===== src/rtl/mem_pkg.sv =====
// ============================================================================
// Module : mem_pkg
// Brief  : Shared widths, mode encodings and FSM state type for the copy engine
// Rev    : 1.0 - initial release
// ============================================================================
`default_nettype none

package mem_pkg;

    localparam int DATA_W = 8;
    localparam int ADDR_W = 8;

    localparam logic MODE_COPY = 1'b0;
    localparam logic MODE_FILL = 1'b1;

    typedef enum logic [1:0] {
        IDLE = 2'd0,
        RD   = 2'd1,
        WR   = 2'd2,
        DONE = 2'd3
    } state_t;

endpackage

`default_nettype wire


===== src/rtl/mem_copy_engine.sv =====
// ============================================================================
// Module : mem_copy_engine
// Brief  : Block copy/fill sequencer that owns the data-memory port while busy
// Rev    : 1.0 - initial release
// ============================================================================
`default_nettype none

module mem_copy_engine #(
    parameter int DATA_W = mem_pkg::DATA_W,
    parameter int ADDR_W = mem_pkg::ADDR_W
) (
    input  logic              clk,
    input  logic              reset,
    input  logic              start,
    input  logic              mode,
    input  logic [ADDR_W-1:0] src_addr,
    input  logic [ADDR_W-1:0] dst_addr,
    input  logic [ADDR_W-1:0] len,
    input  logic [DATA_W-1:0] fill_val,
    output logic              busy,
    output logic              done,
    output logic [ADDR_W-1:0] mem_addr,
    output logic              mem_wr_en,
    output logic [DATA_W-1:0] mem_wdata,
    input  logic [DATA_W-1:0] mem_rdata
);

    import mem_pkg::*;

    state_t            r_state;
    state_t            w_next_state;
    logic [ADDR_W-1:0] r_src_ptr;
    logic [ADDR_W-1:0] r_dst_ptr;
    logic [ADDR_W-1:0] r_cnt;
    logic              r_mode;
    logic [DATA_W-1:0] r_fill_val;
    logic [DATA_W-1:0] r_buf;

    always_ff @(posedge clk) begin
        if (reset) begin
            r_state <= IDLE;
        end else begin
            r_state <= w_next_state;
        end
    end

    // Port outputs decode from state alone, so the idle port is all-zero
    always_comb begin
        w_next_state = r_state;
        busy         = 1'b0;
        done         = 1'b0;
        mem_addr     = '0;
        mem_wr_en    = 1'b0;
        mem_wdata    = '0;
        case (r_state)
            IDLE: begin
                if (start) begin
                    if (len == '0) begin
                        w_next_state = DONE;
                    end else if (mode == MODE_FILL) begin
                        w_next_state = WR;
                    end else begin
                        w_next_state = RD;
                    end
                end
            end
            RD: begin
                busy         = 1'b1;
                mem_addr     = r_src_ptr;
                w_next_state = WR;
            end
            WR: begin
                busy      = 1'b1;
                mem_wr_en = 1'b1;
                mem_addr  = r_dst_ptr;
                mem_wdata = (r_mode == MODE_FILL) ? r_fill_val : r_buf;
                if (r_cnt == ADDR_W'(1)) begin
                    w_next_state = DONE;
                end else if (r_mode == MODE_FILL) begin
                    w_next_state = WR;
                end else begin
                    w_next_state = RD;
                end
            end
            DONE: begin
                done         = 1'b1;
                w_next_state = IDLE;
            end
            default: w_next_state = IDLE;
        endcase
    end

    always_ff @(posedge clk) begin
        if (reset) begin
            r_src_ptr  <= '0;
            r_dst_ptr  <= '0;
            r_cnt      <= '0;
            r_mode     <= 1'b0;
            r_fill_val <= '0;
            r_buf      <= '0;
        end else begin
            case (r_state)
                IDLE: begin
                    if (start) begin
                        r_src_ptr  <= src_addr;
                        r_dst_ptr  <= dst_addr;
                        r_cnt      <= len;
                        r_mode     <= mode;
                        r_fill_val <= fill_val;
                    end
                end
                RD: r_buf <= mem_rdata;
                WR: begin
                    // Pointers wrap naturally at the address width
                    r_src_ptr <= r_src_ptr + ADDR_W'(1);
                    r_dst_ptr <= r_dst_ptr + ADDR_W'(1);
                    r_cnt     <= r_cnt - ADDR_W'(1);
                end
                default: ;
            endcase
        end
    end

endmodule

`default_nettype wire


===== config.mk =====
export PLATFORM = sky130hd
export DESIGN_NAME = mem_copy_engine
export DESIGN_NICKNAME = d
export VERILOG_FILES = /design/src/rtl/mem_pkg.sv /design/src/rtl/mem_copy_engine.sv
export SDC_FILE = /design/constraint.sdc
export NUM_CORES = 1
export LEC_CHECK = 0
export CORE_MARGIN = 4
export CORE_UTILIZATION = 30
export DETAILED_ROUTE_END_ITERATION = 6
export PLACE_DENSITY_LB_ADDON = 0.1
export SLEW_MARGIN = 20
export SYNTH_ARGS = -nofsm -noshare
export SYNTH_HDL_FRONTEND = slang
export SYNTH_SLANG_ARGS = --single-unit

===== constraint.sdc =====
create_clock -name clk -period 1.5 [get_ports clk]
set_input_delay 0.225 -clock clk [delete_from_list [all_inputs] [get_ports clk]]
set_output_delay 0.225 -clock clk [all_outputs]
set_load 0.01 [all_outputs]

==> impl_metrics.tcl, run 1 <==
set metrics [dict create \
    status "finished with violations" \
    violations "setup timing" \
    path_cells "inv_4, ha_4, buf_16, a22oi_2, nor2b_1, buf_2" \
    firstDrtPassIters 4 \
    hold_class "reg -> reg" \
    antenna_found_initial 0 \
    die_h_um 98.7 \
    grtUsageMet2_pct 29.7 \
    clock_tree.root_cell "clkbuf_8" \
    grt_pass1_wl_um 14100 \
    cp.depth 6 \
    final_max_slew_viol_count 0 \
    crit_path_end_kind "primary output" \
    grt_max_degree 26 \
    via_count 2830 \
    drt-total-wl_um 8940 \
    seq_area_frac_synth_pct 34.9 \
    rsz0062_at_grt "yes" \
    finalPower_mw 6.22 \
    clk_latency_ns 0.29 \
    final_util_pct 58.4 \
    synth_edf_count 0 \
    hpwl_um 5680 \
    avgSynthCellArea_sq_um 7.94 \
    cts.clk_slew.worst_paths_ns 0.08 \
    crit_required_ns 1.27 \
    port-buffer-count 62 \
    timing.final.ws_setup_ns -0.186 \
    crit_slowest_cell "dfxtp_4" \
    fmax_mhz 593 \
    grt-busiest-layer "met2" \
    ys_ff_latch 43 \
    track_usage_pct 17.7 \
    period_share_pct 112 \
    synth_nets 363 \
    power_per_cell_area_nw_per_um2 1360 \
    cts_made_buffers 5 \
    drtIter0Drc 61 \
    start_kind "flop" \
    hold_depth 2 \
    row_count 32 \
    start_util_pct 31.5 \
    setup_viol 43 \
    grt_overflow 0 \
    clk_path_buf_depth 2 \
    netlist_top_cells_area "dfxtp_1 35%, mux2i_1 7.7%, nand2_1 5.8%, a21oi_1 5.7%, nor2_1 4.1%" \
    maxCapViolCount 0 \
    coreArea_sq_um 7850 \
    viasPerCell 5.15 \
    holdWs_ns 0.455 \
    drive_above_1_share_pct 44.5 \
    final_cell_mix "57 x buf_4, 43 x clkdlybuf4s50_1, 38 x dfxtp_1, 33 x nand2_1, 24 x buf_6" \
    grt_use_met1_pct 23.6 \
    use_met3_pct 3.75 \
    slowest_delay_ns 0.37 \
    period_needed_ns 1.69 \
    reg2reg_depth 8 \
    worstPathArrival_ns 1.46 \
    crit_type "reg -> out" \
    place_congestion 0.834 \
    critical_path.max_fanout 5 \
    h-tree-depth 2 \
    critical_path.n_buffers_inverters 3 \
    yosys_warnings 0 \
    worst_pin_slew_ns 0.328 \
    ys_async_sr_fraction_pct 0 \
    dieWidth_um 98.7 \
    cts_hold_buf 0 \
    dieArea_sq_um 9740 \
    synth_cell_type_count 47 \
    syn_area_sq_um 2470 \
    synth_cells 311 \
    cts_tree "built" \
    p_leak_nw 1.74 \
    vdd_ir_drop_max_mv 0.668 \
    syn_to_final_growth_pct 85.6 \
    avgRoutedWirePerCell_um 16.3 \
    grt_pass1_vias 2825 \
    relSlewSlack_pct 78.0 \
    finalHoldViolCount 0 \
    fin_nets 498 \
    cts.sinks 43 \
    clock_skew_ns 0.00938 \
    pre_cts_ws_ns -0.263 \
    critPathTopFamily "buffers and inverters" \
    mostFrequentLayoutCell "buf_4" \
    io-pin-count 63 \
    synthFlopType "dfxtp_1" \
    antenna_cells 0 \
    drtAntennaViolNets 0 \
    yosysTopAreaCell "dfxtp_1" \
    synth_top_area_share_pct 34.9 \
    setup-tns-final_ns -4.53 \
    drc 0 \
]
per-layer routing:
metal / part of all wire (%) / vias up
met5: 0 / -
met4: 0.69 / 0
met3: 5.5 / 6
met2: 49 / 75
met1: 45 / 1350
li1: - / 1399
synth_stat cells, types with 4 or more instances:
library cell  count
dfxtp_1          43
nand2_1          38
a21oi_1          28
nor2_1           27
mux2i_1          19
o21ai_0          15
nor2b_1          12
clkbuf_1         11
a22oi_1          10
buf_2             9
inv_1             9
ha_1              8
nand3_1           8
nor3_1            8
nor4_1            7
or3_1             5
a211oi_1          4
nand2b_1          4
o2bb2ai_1         4
o32ai_1           4
worst paths after layout:
kind / startpoint / to / slack [ns]
worst max-delay path: r_state[0] / mem_addr[6] / -0.19
worst min-delay path: r_fill_val[2] / r_fill_val[2] / 0.45
worst max register to register: r_state[1] / r_src_ptr[4] / -0.17
worst min register to register: r_fill_val[2] / r_fill_val[2] / 0.45
sequential cells by signal, indices dropped and copies added (netlist names):
signal and cells:
r_dst_ptr 8, r_src_ptr 8, r_fill_val 8, r_cnt 8
r_state 2, r_mode 1, r_buf 8
stage by stage:
step           instance area (sq um)  instances
2_1_floorplan                   2560        311
3_3_place_gp                    3730        520
3_5_place_dp                    3730        520
4_1_cts                         4280        543
5_1_grt                         4580        549
6_report                        4580        549
kinds of logic (layout without fill, tap and decap cells):
group | count (synthesis) | after routing | synth area share, %
AO/OA/AOI/OAI | 86 | 86 | 22.4
buffers and inverters | 33 | 168 | 5.78
multiplexers | 20 | 21 | 8.16
flip-flops | 43 | 43 | 34.9
adder cells (fa/ha/maj) | 8 | 8 | 4.05
AND/OR/NAND/NOR | 121 | 121 | 24.7
area by class of cell:
class,count,area (sq um)
Inverter,9,43.8
Tap cell,102,128
Timing Repair Buffer,151,1540
Fill cell,711,3270
Sequential cell,43,870
Multi-Input combinational cell,236,1900
Clock buffer,8,100
power breakdown:
| group | internal [mW] | total, mW | switching (mW) |
|---|---|---|---|
| clock | 0.421 | 0.834 | 0.413 |
| combinational | 2.10 | 3.81 | 1.71 |
| sequential | 1.38 | 1.57 | 0.196 |
| total | 3.90 | 6.22 | 2.32 |
worst register-to-register path, stage by stage, from the launching register on:
cell and delay, ns:
dfxtp_2 0.34, buf_6 0.11, ha_4 0.21, buf_16 0.16
mux2i_4 0.17, buf_6 0.17, buf_6 0.11, nor3_2 0.03
nor4_1 0.28
timing repair:
item,CTS,global route
gates cloned,4,2
buffers inserted,11,5
endpoints found under the setup margin,45,48
gates resized for setup,159,47
pin swaps,38,32
(Power assumes the default switching activity.)
==> run 2, diff against run 1 <==
- CTS_BUF_LIST: default -> sky130_fd_sc_hd__clkbuf_4
- PLACE_DENSITY: default -> 0.66
- PLACE_DENSITY_LB_ADDON: 0.1 -> default
==> impl_metrics.tcl, run 2 (synthesized netlist as in run 1, its figures left out) <==
set metrics [dict create \
    status "finished with violations" \
    violations "setup timing" \
    hold_depth 3 \
    clk_latency_ns 0.36 \
    drc 0 \
    start_util_pct 31.5 \
    timing.final.ws_setup_ns -0.220 \
    period_needed_ns 1.72 \
    cts.clk_slew.worst_paths_ns 0.12 \
    drt-total-wl_um 8620 \
    cts_hold_buf 0 \
    drive_above_1_share_pct 40.4 \
    timing.rr.start "r_state[0]" \
    grt_max_degree 19 \
    dieWidth_um 98.7 \
    port-buffer-count 62 \
    grt_pass1_vias 2773 \
    critical_path.max_fanout 4 \
    avgRoutedWirePerCell_um 16.3 \
    grt_pass1_wl_um 13100 \
    die_h_um 98.7 \
    rsz0062_at_grt "yes" \
    final_cell_mix "48 x buf_4, 43 x clkdlybuf4s50_1, 38 x dfxtp_1, 36 x nand2_1, 23 x a21oi_1" \
    place_congestion 0.835 \
    antenna_cells 0 \
    row_count 32 \
    track_usage_pct 16.1 \
    p_leak_nw 1.59 \
    cts_tree "built" \
    via_count 2783 \
    coreArea_sq_um 7850 \
    cts.sinks 43 \
    io-pin-count 63 \
    h-tree-depth 2 \
    power_per_cell_area_nw_per_um2 1310 \
    drtIter0Drc 127 \
    clk_path_buf_depth 2 \
    cp.depth 6 \
    clock_tree.root_cell "clkbuf_4" \
    mostFrequentLayoutCell "buf_4" \
    fmax_mhz 581 \
    slowest_delay_ns 0.40 \
    dieArea_sq_um 9740 \
    crit_path_end "mem_addr[0]" \
    reg2reg_depth 8 \
    maxCapViolCount 0 \
    setup_viol 43 \
    critPathTopFamily "flip-flops" \
    critical_path.n_buffers_inverters 3 \
    relSlewSlack_pct 78.0 \
    antenna_found_initial 0 \
    final_util_pct 53.5 \
    path_cells "inv_4, ha_4, buf_6, a22oi_2, nor2b_1, buf_2" \
    period_share_pct 115 \
    firstDrtPassIters 4 \
    hpwl_um 5730 \
    crit_type "reg -> out" \
    fin_nets 480 \
    hold_class "in -> reg" \
    setup.worst_path.start "r_state[1]" \
    viasPerCell 5.25 \
    grt_overflow 0 \
    clock_skew_ns 0.0120 \
    start_kind "flop" \
    rr_endpoint "r_cnt[5]" \
    crit_slowest_cell "dfxtp_4" \
    vdd_ir_drop_max_mv 0.491 \
    holdWs_ns 0.419 \
    worst_pin_slew_ns 0.327 \
    cts_made_buffers 5 \
    crit_required_ns 1.27 \
    final_max_slew_viol_count 0 \
    finalHoldViolCount 0 \
    syn_to_final_growth_pct 70.0 \
    worstPathArrival_ns 1.49 \
    crit_path_end_kind "primary output" \
    regToRegSetupSlack_ns -0.21 \
    drtAntennaViolNets 0 \
]
## run 2: cell count changes in the layout (fill, tap and decap cells not counted), moves of 3 or more
| cell | delta |
|---|---|
| clkbuf_4 | +5 |
| buf_2 | +7 |
| nor2_4 | -6 |
| buf_4 | -9 |
| nor2_2 | +7 |
| clkbuf_8 | -7 |
| nand2_2 | -3 |
| nor3_2 | -3 |
| buf_6 | -12 |
| nand2_1 | +3 |
## run 2: routing by layer
layer  share of wire [%]  up-vias  track usage, %  wire [um]
li1                    -     1359               -          -
met5                   0        -               0          0
met3                 6.7       13            4.25        575
met4                 1.4        0            5.15        120
met2                  48       97            27.5       4150
met1                  44     1314            19.9       3770
## run 2: layout make-up
cell class	count	area, sq um
Clock buffer	5	37.5
Clock inverter	2	8.76
Fill cell	705	3650
Inverter	9	38.8
Multi-Input combinational cell	236	1840
Sequential cell	43	872
Tap cell	102	128
Timing Repair Buffer	133	1270
## run 2: timing repair
action | CTS | global route
setup endpoints to repair | 44 | 49
resized for setup | 126 | 52
pin swaps | 11 | 39
cloned | 1 | 3
setup buffers | 7 | 9
## run 2: stage by stage
| step | cells | cell area (sq um) | power, mW | setup slack [ns] | setup TNS (ns) |
|---|---|---|---|---|---|
| after floorplan | 311 | 2560 | 3.01 | 0.00385 | 0 |
| final | 530 | 4200 | 5.52 | -0.220 | -5.87 |
| after CTS | 518 | 3840 | 4.90 | -0.217 | -4.62 |
| after global routing | 530 | 4200 | 5.84 | -0.282 | -8.63 |
| after detailed placement | 503 | 3620 | 3.98 | -0.267 | -5.50 |
| after global placement | 503 | 3620 | 3.92 | -0.217 | -4.22 |
## run 2: power breakdown
part	total (mW)	switching, mW	internal [mW]	leakage (nW)
combinational	3.37	1.56	1.81	1.20
sequential	1.61	0.227	1.38	0.355
clock	0.544	0.377	0.167	0.0285
## run 2: how the worst min path moves through the flow
| stage | startpoint | end | slack (ns) |
|---|---|---|---|
| after floorplan | fill_val[0] | r_fill_val[0] | 0.36 |
| after global placement | r_fill_val[0] | r_fill_val[0] | 0.44 |
| after detailed placement | r_fill_val[0] | r_fill_val[0] | 0.45 |
| after CTS | fill_val[5] | r_fill_val[5] | 0.40 |
| after global routing | fill_val[5] | r_fill_val[5] | 0.40 |
| final | fill_val[5] | r_fill_val[5] | 0.42 |
## run 2: worst min-delay path: stages
cell	delay [ns]
clkdlybuf4s50_1	0.40
nand2_1	0.06
a21oi_1	0.05
